==> config.mk <==
export PLATFORM = sky130hd
export DESIGN_NAME = instr_fetch_unit
export DESIGN_NICKNAME = d
export VERILOG_FILES = /design/src/rtl/instr_fetch_unit.sv
export SDC_FILE = /design/constraint.sdc
export NUM_CORES = 1
export LEC_CHECK = 0
export CORE_MARGIN = 2
export CORE_UTILIZATION = 48
export DETAILED_ROUTE_END_ITERATION = 8
export GPL_TIMING_DRIVEN = 0
export PLACE_DENSITY = 0.84
export SLEW_MARGIN = 20
export SYNTH_ARGS = -nofsm -noshare
export SYNTH_HDL_FRONTEND = slang
export SYNTH_SLANG_ARGS = --single-unit
export TNS_END_PERCENT = 5
==> constraint.sdc <==
create_clock -name Clk_Core -period 3.55 [get_ports Clk_Core]
set_input_delay 0.355 -clock Clk_Core [delete_from_list [all_inputs] [get_ports Clk_Core]]
set_output_delay 0.355 -clock Clk_Core [all_outputs]
set_load 0.01 [all_outputs]
==> src/rtl/instr_fetch_unit.sv <==
// Instruction fetch unit: issues in-order instruction memory reads at the
// current PC and holds the results in a small circular queue toward decode.
// A queue entry is allocated when its request is granted, so queue occupancy
// also counts the requests still waiting for a response.
// A redirect flushes the queue. Responses that are still in flight at that
// point are counted in drop_cnt and thrown away when they arrive.
//
// Ports
//   Clk_Core     in   core clock (rising edge)
//   Rst_Core     in   synchronous active-high reset
//   Fetch_PC     in   current PC from the program counter
//   Redirect     in   branch/jump taken this cycle
//   Fetch_Stall  out  PC must hold this cycle
//   Imem_Req     out  memory read request
//   Imem_Addr    out  request address (= Fetch_PC)
//   Imem_Gnt     in   memory accepts the request this cycle
//   Imem_Rvalid  in   response valid (in order, latency >= 1)
//   Imem_Rdata   in   response instruction word
//   Instr_Valid  out  head entry valid toward decode
//   Instr_Data   out  head instruction word
//   Instr_PC     out  head instruction address
//   Instr_Ready  in   decode consumes the head entry
module instr_fetch_unit #(
   parameter int DWIDTH = 32,
   parameter int QDEPTH = 4
) (
   input  logic              Clk_Core,
   input  logic              Rst_Core,
   input  logic [DWIDTH-1:0] Fetch_PC,
   input  logic              Redirect,
   output logic              Fetch_Stall,
   output logic              Imem_Req,
   output logic [DWIDTH-1:0] Imem_Addr,
   input  logic              Imem_Gnt,
   input  logic              Imem_Rvalid,
   input  logic [DWIDTH-1:0] Imem_Rdata,
   output logic              Instr_Valid,
   output logic [DWIDTH-1:0] Instr_Data,
   output logic [DWIDTH-1:0] Instr_PC,
   input  logic              Instr_Ready
);

   localparam int AW = $clog2(QDEPTH);
   localparam int PW = AW + 1;

   logic [PW-1:0]     wr_ptr;
   logic [PW-1:0]     rd_ptr;
   logic [PW-1:0]     fill_ptr;   // oldest entry still waiting for data
   logic [PW-1:0]     drop_cnt;
   logic [PW-1:0]     drop_next;
   logic [PW-1:0]     outstanding;
   logic [PW-1:0]     outstanding_after;

   logic [DWIDTH-1:0] pc_q   [QDEPTH];
   logic [DWIDTH-1:0] data_q [QDEPTH];
   logic [QDEPTH-1:0] ok_q;

   logic [AW-1:0]     wr_idx;
   logic [AW-1:0]     rd_idx;
   logic [AW-1:0]     fill_idx;

   logic              q_empty;
   logic              q_full;
   logic              dropping;
   logic              alloc;
   logic              fill;
   logic              drop_dec;
   logic              pop;

   assign wr_idx   = wr_ptr[AW-1:0];
   assign rd_idx   = rd_ptr[AW-1:0];
   assign fill_idx = fill_ptr[AW-1:0];

   assign q_empty  = (rd_ptr == wr_ptr);
   assign q_full   = ((wr_ptr - rd_ptr) == PW'(QDEPTH));
   assign dropping = (drop_cnt != '0);

   assign Imem_Req    = !Rst_Core && !Redirect && !q_full && !dropping;
   assign Imem_Addr   = Fetch_PC;
   assign alloc       = Imem_Req && Imem_Gnt;
   assign Fetch_Stall = Rst_Core || (!alloc && !Redirect);

   assign Instr_Valid = !Rst_Core && !q_empty && ok_q[rd_idx];
   assign Instr_Data  = data_q[rd_idx];
   assign Instr_PC    = pc_q[rd_idx];
   // A pop in a redirect cycle is cancelled: the entry is flushed instead.
   assign pop         = Instr_Valid && Instr_Ready && !Redirect;

   assign fill        = Imem_Rvalid && !dropping && (fill_ptr != wr_ptr);
   assign drop_dec    = Imem_Rvalid && dropping;

   // Requests still in flight once this cycle's response has been applied.
   assign outstanding       = wr_ptr - fill_ptr;
   assign outstanding_after = outstanding - PW'(fill);

   // Adding to the running count (rather than overwriting it) keeps a second
   // redirect during a drop window from losing the earlier in-flight responses.
   always_comb begin
      drop_next = drop_cnt - PW'(drop_dec);
      if (Redirect) begin
         drop_next = drop_next + outstanding_after;
      end
   end

   always_ff @(posedge Clk_Core) begin
      if (Rst_Core) begin
         wr_ptr   <= '0;
         rd_ptr   <= '0;
         fill_ptr <= '0;
         drop_cnt <= '0;
         ok_q     <= '0;
      end else begin
         drop_cnt <= drop_next;
         if (Redirect) begin
            rd_ptr   <= wr_ptr;
            fill_ptr <= wr_ptr;
            ok_q     <= '0;
         end else begin
            // fill_idx and wr_idx differ whenever both fire: equal indices
            // with unequal pointers means full, which blocks allocation.
            if (fill) begin
               ok_q[fill_idx] <= 1'b1;
               fill_ptr       <= fill_ptr + PW'(1);
            end
            if (alloc) begin
               ok_q[wr_idx] <= 1'b0;
               wr_ptr       <= wr_ptr + PW'(1);
            end
            if (pop) begin
               rd_ptr <= rd_ptr + PW'(1);
            end
         end
      end
   end

   always_ff @(posedge Clk_Core) begin
      if (alloc) begin
         pc_q[wr_idx] <= Fetch_PC;
      end
      if (fill) begin
         data_q[fill_idx] <= Imem_Rdata;
      end
   end

   a_no_orphan_rvalid: assert property (@(posedge Clk_Core) disable iff (Rst_Core)
      !(Imem_Rvalid && !dropping && (fill_ptr == wr_ptr)));

   a_drop_bound: assert property (@(posedge Clk_Core) disable iff (Rst_Core)
      drop_cnt <= PW'(QDEPTH));

endmodule

==> flow_summary_export.csv <==
group,metric,value,unit
sta,setup_slack,0.09435,ns
clocking,clkTransAtPathRegs,0.06,ns
die,ios,169,
clocking,cts_buffers,28,
layout,antennaDiodeCount,0,
detailed_routing,vias_per_cell,5.429,
layout,drive_above_1_share,24.34,%
grt,overflow,0,
setup_path,start_kind,"flop",
sta,fmax,289.4,MHz
setup_path,cp_num_buf_inv,4,
yosys,yosysWarnings,0,
layout,num-fill-cells,1472,
setup_path,required,3.94,ns
clocking,htree_levels,1,
setup_path,crit_fanout,6,
clocking,clock-root-buffer,"clkbuf_16",
die,core_area,21820,µm²
yosys,synth_top_cell_by_area,"edfxtp_1",
layout,final_cells,999,
die,fp.dieArea,23400,µm²
clocking,clk-insertion-delay-late,0.53,ns
yosys,netlist_top_cells_count,"edfxtp_1 (256), mux4_2 (65), buf_4 (32), dfxtp_1 (18), inv_1 (15)",
setup_path,path_class,"flop to flop",
place,dp_slack,-0.3554,ns
setup_path,slowest_stage,"fa_1",
sta,worstMarginPinSlew,0.9457,ns
detailed_routing,vias,5424,
yosys,synthesis.instances,492,
place,dp.cells,944,
die,row_count,54,
place,io_buffers,167,
detailed_routing,detail_route.wl_per_cell,21.80,µm
yosys,synthTopCellsByArea,"edfxtp_1 (72%), mux4_2 (14%), dfxtp_1 (3.4%)",
power_and_ir_drop,peakVddDrop,0.4017,mV
power_and_ir_drop,p_per_area,575.4,nW/µm²
yosys,ys_types,37,
sta,hold_ws,0.3820,ns
detailed_routing,drt_pass1_iterations,4,
die,die_x,153.0,µm
yosys,synth_top_area_share,72.17,%
yosys,syn_area,10650,µm²
sta,hold_viol,0,
place,hpwlAfterDp,14040,µm
clocking,cts.sinks,274,
die,initial_core_util,48.81,%
setup_path,path_delay_family,"adder cells",
yosys,synth-async-reset-ratio,0,%
place,place_congestion,0.8060,
setup_path,worstPathArrival,3.85,ns
sta,period_minus_slack,3.456,ns
setup_path,critPathMaxStageDelay,0.50,ns
status,run_status,"completed",
grt,grt_max_degree,33,
grt,grt_pass1_wl,33600,µm
yosys,synth_edf_count,256,
sta,finalSetupViolCount,0,
yosys,synthFlopType,"edfxtp_1",
layout,synthToLayoutAreaGrowth,29.57,%
sta,drv_slew,0,
yosys,synth_seq_cells,274,
die,die_y,153.0,µm
detailed_routing,ant_nets,0,
clocking,clockBufferDepth,3,
detailed_routing,drtIter0Drc,314,
grt,grt_use_total,18.65,%
detailed_routing,drt-total-wl,21780,µm
yosys,yosysMostFrequentCell,"edfxtp_1",
grt,grt_pass1_vias,5936,
power_and_ir_drop,p_total,0.007942,W
setup_path,timing.critical_path.cells,"xor2_1, o311a_1, buf_6, inv_2, fa_1, inv_1, fa_1, inv_1, ha_1, fa_2, xor2_2, xnor2_1, and3_1, nor3_1",
sta,maxSlewHeadroom,36.95,%
grt,antenna_found_initial,1,
layout,nets,786,
yosys,syn_nets,580,
yosys,seq_area_frac_synth,75.56,%
clocking,cts_tree,"done",
sta,grt_setup_unrepaired,"false",
clocking,cts.hold.buffers_added,0,
setup_path,endpoint_kind,"flop",
run,maxCapViolations,0,
yosys,syn_area_per_cell,21.65,µm²
sta,skew,0.008527,ns
layout,final_util,63.24,%
min_path,hp-class,"input port to flop",
power_and_ir_drop,p_leak,4.618,nW
detailed_routing,remaining_drc_errors,0,
sta,post-route-period-util,97.34,%
timing repair:
action / CTS / global route
pin swaps: 3 / 4
resized for setup: 9 / 7
hold endpoints to repair: 0 / 0
endpoints found under the setup margin: 2 / 1
buffers inserted: 2 / 2
placed cells by master, fill, tap and decap left out, types with 4 or more instances in the layout:
master	instances
ha_1	14
clkdlybuf4s50_1	167
inv_1	14
and2_2	7
dfxtp_1	13
a21oi_1	9
bufinv_16	4
buf_4	36
mux4_2	65
buf_2	6
edfxtp_1	256
clkbuf_1	14
nor2_1	6
buf_16	4
clkinv_2	5
clkinv_1	7
clkbuf_16	28
dfxtp_4	4
xor2_1	5
worst min-delay path, stage by stage:
cell and delay, ns:
clkbuf_1 0.21, inv_1 0.20, a31oi_1 0.10
layout make-up:
class                           count  area [µm²]  area share [%]
Tap cell                          280       350.3           2.539
Timing Repair Buffer              176        1832           13.27
Inverter                           16       60.06          0.4352
Buffer                             50       322.8           2.339
Clock buffer                       34       723.2           5.240
Multi-Input combinational cell    152        2261           16.38
Clock inverter                     17       187.7           1.360
Sequential cell                   274        8064           58.43
kinds of logic after synthesis:
logic type	Yosys count	share of synthesized area (%)
AO/OA/AOI/OAI	29	2.173
XOR/XNOR	11	0.9751
adder cells (fa/ha/maj)	18	2.396
buffers and inverters	66	3.536
flip-flops	274	75.56
multiplexers	68	14.04
AND/OR/NAND/NOR	26	1.327
through the flow:
stage / cell area, µm² / TNS, ns
after floorplan: 10650 / 0
after global placement: 12670 / -0.2046
after detailed placement: 12810 / -0.3796
after CTS: 13760 / 0
after global routing: 13800 / 0
final: 13800 / 0
sequential cells by signal, summed over array words and instances (netlist names), named ones only:
signal	count
rd_ptr	3
pc_q	128
drop_cnt	3
ok_q	4
wr_ptr	3
fill_ptr	3
data_q	128
report_power, final:
part	switching, W	leakage (nW)	internal [W]	total (W)
combinational	0.000626	1.71	0.000670	0.00130
clock	0.00115	0.446	0.00173	0.00288
sequential	0.0000617	2.46	0.00370	0.00376
total	0.00184	4.62	0.00610	0.00794
layer usage:
| layer | wire (µm) | track usage, % | vias to the layer above | share of wire (%) |
|---|---|---|---|---|
| met3 | 1269 | 3.374 | 41 | 5.8 |
| li1 | - | - | 2392 | - |
| met5 | 13 | 0 | - | 0.060 |
| met4 | 626 | 5.864 | 2 | 2.9 |
| met2 | 11380 | 32.97 | 204 | 52 |
| met1 | 8494 | 23.60 | 2785 | 39 |
worst paths after layout:
path	startpoint	endpoint	slack, ns	depth (start not counted)
worst min register to register	wr_ptr[2]$_SDFFE_PP0P_	wr_ptr[2]$_SDFFE_PP0P_	0.50	1
worst max-delay path	wr_ptr[1]$_SDFFE_PP0P_	drop_cnt[2]$_SDFF_PP0_	0.09	14
worst max register to register	wr_ptr[1]$_SDFFE_PP0P_	drop_cnt[2]$_SDFF_PP0_	0.09	14
worst min-delay path	Redirect	fill_ptr[2]$_SDFFE_PP0P_	0.38	3
(Power assumes the default switching activity.)
